==> src/rtl/wb_dual_master_arbiter.sv <==
// Two-master, one-slave Wishbone arbiter: round-robin grant FSM with a cyc-held bus lock,
// combinational routing of the granted master, and a per-strobe ack watchdog.
module wb_dual_master_arbiter #(
  parameter int TIMEOUT = 255
) (
  input  logic        clk,
  input  logic        rst,
  input  logic [31:0] m0_addr_i,
  input  logic [31:0] m0_data_i,
  input  logic        m0_we_i,
  input  logic [3:0]  m0_sel_i,
  input  logic        m0_stb_i,
  input  logic        m0_cyc_i,
  output logic [31:0] m0_data_o,
  output logic        m0_ack_o,
  output logic        m0_err_o,
  input  logic [31:0] m1_addr_i,
  input  logic [31:0] m1_data_i,
  input  logic        m1_we_i,
  input  logic [3:0]  m1_sel_i,
  input  logic        m1_stb_i,
  input  logic        m1_cyc_i,
  output logic [31:0] m1_data_o,
  output logic        m1_ack_o,
  output logic        m1_err_o,
  output logic [31:0] s_addr_o,
  output logic [31:0] s_data_o,
  output logic        s_we_o,
  output logic [3:0]  s_sel_o,
  output logic        s_stb_o,
  output logic        s_cyc_o,
  input  logic [31:0] s_data_i,
  input  logic        s_ack_i,
  output logic [1:0]  grant_o
);

  typedef enum logic [1:0] {IDLE = 2'd0, GNT0 = 2'd1, GNT1 = 2'd2} state_t;

  localparam logic [7:0] WDOG_LAST = 8'(TIMEOUT - 1);

  state_t      state;
  state_t      state_nxt;
  logic        last;
  logic [7:0]  wdog;
  logic        sel1;
  logic        owned;
  logic        m_cyc;
  logic        m_stb;
  logic        tmo;

  // Reset gates the routing so a slave ack arriving during reset is discarded.
  always_comb begin
    sel1  = (state == GNT1);
    owned = (state != IDLE) && !rst;
    m_cyc = owned && (sel1 ? m1_cyc_i : m0_cyc_i);
    m_stb = owned && (sel1 ? m1_stb_i : m0_stb_i);
    tmo   = m_stb && !s_ack_i && (wdog == WDOG_LAST);
  end

  assign s_addr_o  = owned ? (sel1 ? m1_addr_i : m0_addr_i) : 32'd0;
  assign s_data_o  = owned ? (sel1 ? m1_data_i : m0_data_i) : 32'd0;
  assign s_we_o    = owned && (sel1 ? m1_we_i : m0_we_i);
  assign s_sel_o   = owned ? (sel1 ? m1_sel_i : m0_sel_i) : 4'd0;
  assign s_stb_o   = m_stb && !tmo;
  assign s_cyc_o   = m_cyc && !tmo;

  assign m0_ack_o  = owned && !sel1 && s_ack_i;
  assign m1_ack_o  = owned && sel1 && s_ack_i;
  assign m0_data_o = (owned && !sel1) ? s_data_i : 32'd0;
  assign m1_data_o = (owned && sel1) ? s_data_i : 32'd0;
  assign m0_err_o  = tmo && !sel1;
  assign m1_err_o  = tmo && sel1;

  always_comb begin
    state_nxt = state;
    unique case (state)
      IDLE: begin
        if (m0_cyc_i && m1_cyc_i) state_nxt = last ? GNT0 : GNT1;
        else if (m0_cyc_i)        state_nxt = GNT0;
        else if (m1_cyc_i)        state_nxt = GNT1;
      end
      GNT0: if (!m0_cyc_i) state_nxt = m1_cyc_i ? GNT1 : IDLE;
      GNT1: if (!m1_cyc_i) state_nxt = m0_cyc_i ? GNT0 : IDLE;
      default: state_nxt = IDLE;
    endcase
  end

  always_ff @(posedge clk) begin
    if (rst) begin
      state   <= IDLE;
      last    <= 1'b0;
      wdog    <= 8'd0;
      grant_o <= 2'b00;
    end else begin
      state   <= state_nxt;
      grant_o <= {state_nxt == GNT1, state_nxt == GNT0};
      if (state_nxt != state && state_nxt != IDLE)
        last <= (state_nxt == GNT1);
      // Watchdog measures only the current unacknowledged strobe of the current owner.
      if (state_nxt != state || !m_stb || s_ack_i || tmo)
        wdog <= 8'd0;
      else
        wdog <= wdog + 8'd1;
    end
  end

endmodule

==> config.mk <==
export PLATFORM = sky130hd
export DESIGN_NAME = wb_dual_master_arbiter
export DESIGN_NICKNAME = d
export VERILOG_FILES = /design/src/rtl/wb_dual_master_arbiter.sv
export SDC_FILE = /design/constraint.sdc
export NUM_CORES = 1
export LEC_CHECK = 0
export ABC_AREA = 0
export BUFFER_PORTS_ARGS = -buffer_cell sky130_fd_sc_hd__buf_2
export CAP_MARGIN = 20
export CORE_AREA = 5 5 121 123
export DETAILED_ROUTE_END_ITERATION = 6
export DIE_AREA = 0 0 126 128
export PLACE_DENSITY = 0.47
export REMOVE_ABC_BUFFERS = 1
export SKIP_CTS_REPAIR_TIMING = 1
export SYNTH_ARGS = -nofsm -noshare
export SYNTH_HDL_FRONTEND = slang
export SYNTH_SLANG_ARGS = --single-unit
==> constraint.sdc <==
create_clock -name clk -period 4.3 [get_ports clk]
set_clock_uncertainty 0.05 [all_clocks]
set_input_delay 0.86 -clock clk [delete_from_list [all_inputs] [get_ports clk]]
set_output_delay 0.86 -clock clk [all_outputs]
set_load 0.02 [all_outputs]
==> run_results.csv, run 1 <==
group,metric,value,unit
run,maxCapViolCount,0,
sta,rsz0062_at_grt,"false",
cells_and_area,layout_common_cells,"317 x buf_2, 69 x a22o_1, 37 x and3_1, 33 x and2_1, 15 x nor2_1",
cells_and_area,drive_above_1_share,61.9,%
worst_setup_path,slowest_delay,0.45,ns
worst_setup_path,cp_top_family,"buffers and inverters",
worst_setup_path,cp_cell_sequence,"buf_2, nor2b_4, buf_4, a22o_1, buf_2",
route,vias,3147,
die,die_h,128,microns
worst_setup_path,r2r-start,"state[0]",
route,drc,0,
worst_hold_path,hold_class,"reg2reg",
worst_setup_path,cpMostUsedCell,"buf_2",
power,pwr-share-seq,21.2,%
synth,synth_warnings,0,
power,swShare,37.1,%
global_routing,grt_pass1_wl,19.1,mm
synth,syn_avg_cell_area,7.56,sq um
placement,place_ws,0.937,ns
power,p_leak,2.31,nW
placement,hpwlAfterDp,11.8,mm
synth,yosys.area.top_type,"a22o_1",
die,die_width,126,microns
sta,setup_tns,0,ns
power,intPower,0.379,mW
power,power,0.603,mW
route,wl,13.8,mm
placement,numPortBuffers,317,
global_routing,grt_pass1_vias,3163,
worst_setup_path,crit_slowest_cell,"buf_4",
synth,ys_seq_area_share,14.7,%
sta,min_period,3.27,ns
worst_setup_path,crit_fanout,38,
clock_network,cts_tree,"built",
synth,synthesis.area,1770,sq um
synth,synth-edff-count,0,
route,first_pass_iters,4,
sta,whs,0.428,ns
synth,synthCells,234,
global_routing,grt_max_degree,48,
sta,worst_slew_pin_slew,0.643,ns
global_routing,gr-usage-all-layers,15.1,%
synth,synthFlopType,"dfxtp_1",
clock_network,clk_pin_slew,0.04,ns
sta,hold_violations,0,
die,coreArea,13600,sq um
synth,synth.top_cell.area_share,34.2,%
clock_network,cts_made_buffers,3,
placement,gp_congestion,1.03,
power,p_comb_share,49.8,%
route,initialDrtViolationCount,213,
cells_and_area,layout_commonest_cell,"buf_2",
sta,slew_viol_final,0,
sta,relSlewSlack,57.0,%
sta,finalCritPeriodShare,76.0,%
route,wl_per_cell,19.3,microns
cells_and_area,num-nets-final,713,
die,die-area,16100,sq um
power,vdd_drop_max,0.135,mV
cells_and_area,area_growth,104,%
synth,synthArstFlopShare,0,%
worst_hold_path,hp-start,"wdog[0]",
clock_network,cts.path.max_buffers,2,
power,clock_power_share,29.0,%
worst_setup_path,critical_path_arrival,2.36,ns
placement,post-place-cells,709,
status,status,"finished clean",
power,power.switching,0.224,mW
route,drt-vias-per-instance,4.41,
worst_setup_path,start_kind,"input port",
clock_network,h-tree-depth,1,
clock_network,clock_sinks,13,
die,start_util,13.0,%
die,ios,318,
global_routing,grt_overflow,0,
power,power-per-cell-area,167,nW/um^2
synth,synth-seq-cells,13,
sta,setup_slack,1.03,ns
route,drtAntennaViolNets,0,
sta,timing.fmax,0.306,GHz
worst_setup_path,crit_buf_inv,3,
synth,netlist_top_cells_area,"a22o_1 34%, dfxtp_1 15%, and3_1 13%, and2_1 12%, clkbuf_1 3.2%",
worst_setup_path,crit_type,"in2out",
clock_network,clk_latency,0.24,ns
global_routing,antenna_found_initial,1,
die,rows,43,
cells_and_area,num_antenna_cells,0,
worst_setup_path,critPathRequiredTime,3.39,ns
clock_network,cts_root_buf,"clkbuf_16",
cells_and_area,final_cells,713,
sta,final-setup-viol-count,0,
worst_setup_path,startpoint,"rst",
synth,synth.distinct_cells,31,
worst_setup_path,cp-end-kind,"primary output",
==> per-layer routing <==
layer	global-route usage (%)	vias up	share of wire, %
met5	0	-	0
met4	1.70	0	0.68
met3	5.21	6	11
met2	25.3	197	48
met1	19.3	1461	40
li1	-	1483	-
==> state kept, by name, indices dropped and copies added, names as in the netlist <==
name and cells:
wdog 8, state 2, grant_o 2, last 1
==> power groups by stage <==
stage | Sequential [mW] | Clock [mW] | Combinational, mW
floorplan | 0.131 | 0 | 0.135
global placement | 0.130 | 0 | 0.304
CTS | 0.128 | 0.181 | 0.304
detailed placement | 0.130 | 0 | 0.302
global route | 0.129 | 0.185 | 0.324
finish | 0.128 | 0.175 | 0.300
==> synth_stat cells (2+ instances only) <==
cell type,n
xnor2_1,4
and2_1,33
a22o_1,69
nand2_1,3
ha_1,2
buf_2,10
nand2b_1,2
buf_4,2
xor2_1,2
o22ai_1,2
clkbuf_1,15
inv_1,4
nor2_1,15
nor2b_1,4
nand3_1,3
and3_1,37
dfxtp_1,13
==> final cells by class <==
class                   count  area [sq um]
clock buffers               4          78.8
repair buffers            322          1640
inverters                   4          15.0
multi-input cells         190          1390
well taps                 180           225
flip-flops and latches     13           260
fillers                  1525          9960
==> path summary, 6_finish.rpt <==
check | cells past startpoint | endpoint | slack (ns)
min reg2reg | 1 | wdog[0] | 0.43
max | 5 | s_data_o[14] | 1.03
min | 1 | wdog[0] | 0.43
max reg2reg | 4 | wdog[6] | 2.56
==> logic make-up (layout without fill, tap and decap cells) <==
group | count (synthesis) | after routing | share of synthesized area (%)
buffers and inverters | 31 | 330 | 7.71
flip-flops | 13 | 13 | 14.7
AO/OA/AOI/OAI | 78 | 78 | 37.9
XOR/XNOR | 6 | 6 | 2.97
AND/OR/NAND/NOR | 104 | 104 | 35.2
adder cells (fa/ha/maj) | 2 | 2 | 1.42
==> metrics by stage <==
step	utilization, %	area [sq um]
6_report	26.6	3600
5_1_grt	26.6	3600
4_1_cts	26.6	3600
3_5_place_dp	26.0	3520
3_3_place_gp	26.0	3520
2_1_floorplan	-	1650
Note: power is estimated with default switching activity, not from simulation.
==> run 2, diff against run 1 <==
--- a/config.mk
+++ b/config.mk
@@ -8,10 +8,10 @@
 export ABC_AREA = 0
 export BUFFER_PORTS_ARGS = -buffer_cell sky130_fd_sc_hd__buf_2
 export CAP_MARGIN = 20
-export CORE_AREA = 5 5 121 123
+export CORE_AREA = 5 5 122 124
 export DETAILED_ROUTE_END_ITERATION = 6
-export DIE_AREA = 0 0 126 128
-export PLACE_DENSITY = 0.47
+export DIE_AREA = 0 0 127 129
+export PLACE_DENSITY = 0.48
 export REMOVE_ABC_BUFFERS = 1
 export SKIP_CTS_REPAIR_TIMING = 1
 export SYNTH_ARGS = -nofsm -noshare
==> constraint.sdc (replaced) <==
create_clock -name clk -period 2.63 [get_ports clk]
set_clock_uncertainty 0.05 [all_clocks]
set_input_delay 0.526 -clock clk [delete_from_list [all_inputs] [get_ports clk]]
set_output_delay 0.526 -clock clk [all_outputs]
set_load 0.02 [all_outputs]
==> run 2 against run 1 <==
Against the previous run:
- sequential share of layout area about the same
- count of clock-buffer cells in the layout unchanged
- combinational power up 62%
- utilization down 0.099 points
- critical path type is now reg2out
- critical endpoint is now s_data_o[10]
==> run_results.csv, run 2 (synthesized netlist as in run 1, its figures left out) <==
group,metric,value,unit
status,status,"finished clean",
die,rows,43,
sta,relSlewSlack,71.0,%
clock_network,cts_root_buf,"clkbuf_16",
placement,gp_congestion,0.959,
sta,final-setup-viol-count,0,
global_routing,grt_pass1_wl,19.0,mm
worst_setup_path,cp_top_family,"buffers and inverters",
placement,post-place-cells,709,
sta,min_period,2.43,ns
route,wl,13.7,mm
sta,finalCritPeriodShare,92.6,%
placement,place_area,3540,sq um
route,first_pass_iters,4,
sta,hold_violations,0,
cells_and_area,fill_cells,1535,
worst_setup_path,cp-end-kind,"primary output",
cells_and_area,design_area,3620,sq um
placement,hpwlAfterDp,11.8,mm
cells_and_area,fin_util,26.5,%
clock_network,cts_made_buffers,3,
cells_and_area,top_register,"wdog",
die,die_h,129,microns
clock_network,cts_tree,"built",
worst_setup_path,slowest_delay,0.39,ns
route,vias,3160,
route,initialDrtViolationCount,118,
cells_and_area,layout_common_cells,"317 x buf_2, 69 x a22o_1, 37 x and3_1, 33 x and2_1, 15 x nor2_1",
cells_and_area,multi_input_area,1390,sq um
power,vdd_drop_max,0.190,mV
clock_network,clk_latency,0.24,ns
global_routing,grt_overflow,0,
worst_setup_path,critical_path_arrival,1.86,ns
worst_setup_path,ff2ff_path_depth,4,
worst_hold_path,hp-start,"wdog[0]",
route,drt-vias-per-instance,4.43,
clock_network,clk_pin_slew,0.05,ns
worst_setup_path,crit_slowest_cell,"dfxtp_1",
global_routing,antenna_found_initial,5,
worst_setup_path,crit_type,"reg2out",
clock_network,cts.path.max_buffers,2,
die,die_width,127,microns
cells_and_area,final_cells,714,
worst_setup_path,r2r-start,"state[1]",
cells_and_area,area_growth,105,%
worst_setup_path,ff2ff_setup_slack,1.20,ns
die,die-area,16400,sq um
sta,slew_viol_final,0,
worst_hold_path,hold_depth,1,
worst_setup_path,rr_endpoint,"wdog[4]",
die,start_util,12.9,%
global_routing,grt_pass1_vias,3094,
power,power,0.986,mW
cells_and_area,reg_top3,"wdog (8), grant_o (2), state (2)",
worst_hold_path,worstHoldEndpoint,"wdog[0]",
sta,whs,0.419,ns
cells_and_area,register_area,260,sq um
cells_and_area,num-nets-final,713,
die,ios,318,
cells_and_area,drive_above_1_share,61.9,%
die,coreArea,13700,sq um
sta,worst_slew_pin_slew,0.435,ns
worst_setup_path,start_kind,"register",
worst_hold_path,hold_class,"reg2reg",
worst_setup_path,cp_cell_sequence,"nand2b_1, nor2_4, buf_12, a22o_1, buf_2",
clock_network,h-tree-depth,1,
run,maxCapViolCount,0,
sta,rsz0062_at_grt,"false",
worst_setup_path,critPathRequiredTime,2.05,ns
worst_setup_path,crit_fanout,67,
route,wl_per_cell,19.2,microns
power,p_leak,2.31,nW
route,drtAntennaViolNets,0,
sta,timing.fmax,0.411,GHz
global_routing,grt_max_degree,68,
clock_network,clock_sinks,13,
placement,numPortBuffers,317,
global_routing,gr-usage-all-layers,14.9,%
route,drc,0,
cells_and_area,layout_commonest_cell,"buf_2",
power,power-per-cell-area,273,nW/um^2
cells_and_area,largest_reg_flops,8,
worst_setup_path,crit_buf_inv,2,
[run 2: changes by cell type in the layout (fill, tap and decap cells not counted), sizes merged]
cell,change
diode,+1
[run 2: report_power, final]
part	switching [mW]	internal, mW	leakage [nW]	total (mW)
Sequential	0.00602	0.203	0.106	0.209
Combinational	0.274	0.214	2.17	0.487
Clock	0.0849	0.205	0.0382	0.290
Total	0.365	0.621	2.31	0.986
[run 2: layout make-up]
| cell class | count | area share, % |
|---|---|---|
| Timing Repair Buffer | 322 | 45.6 |
| Tap cell | 180 | 6.23 |
| Multi-Input combinational cell | 190 | 38.3 |
| Clock buffer | 4 | 2.18 |
| Antenna cell | 1 | 0.0692 |
| Sequential cell | 13 | 7.19 |
| Inverter | 4 | 0.415 |
[run 2: metrics by stage]
step                      TNS [ns]  setup slack, ns
after global routing             0           0.0610
after global placement           0            0.348
after CTS                        0            0.142
after floorplan            -223.90            -2.26
after detailed placement         0            0.323
final                            0            0.196
[run 2: per-layer routing]
| layer | global-route usage [%] | wire length (microns) | up-vias |
|---|---|---|---|
| met2 | 26.6 | 6900 | 196 |
| met1 | 17.6 | 5090 | 1446 |
| met5 | 0 | 69 | - |
| li1 | - | - | 1486 |
| met4 | 1.51 | 119 | 10 |
| met3 | 5.81 | 1520 | 22 |
[run 2: how the worst max path moves through the flow]
stage             start            to  slack [ns]  depth (start not counted)
2_1_floorplan       rst      m0_err_o       -2.26                          4
3_3_place_gp        rst  s_data_o[10]        0.35                          5
3_5_place_dp        rst  s_data_o[10]        0.32                          5
4_1_cts        state[1]  s_data_o[10]        0.14                          5
5_1_grt        state[1]  s_data_o[10]        0.06                          5
6_report       state[0]  s_data_o[10]        0.20                          5
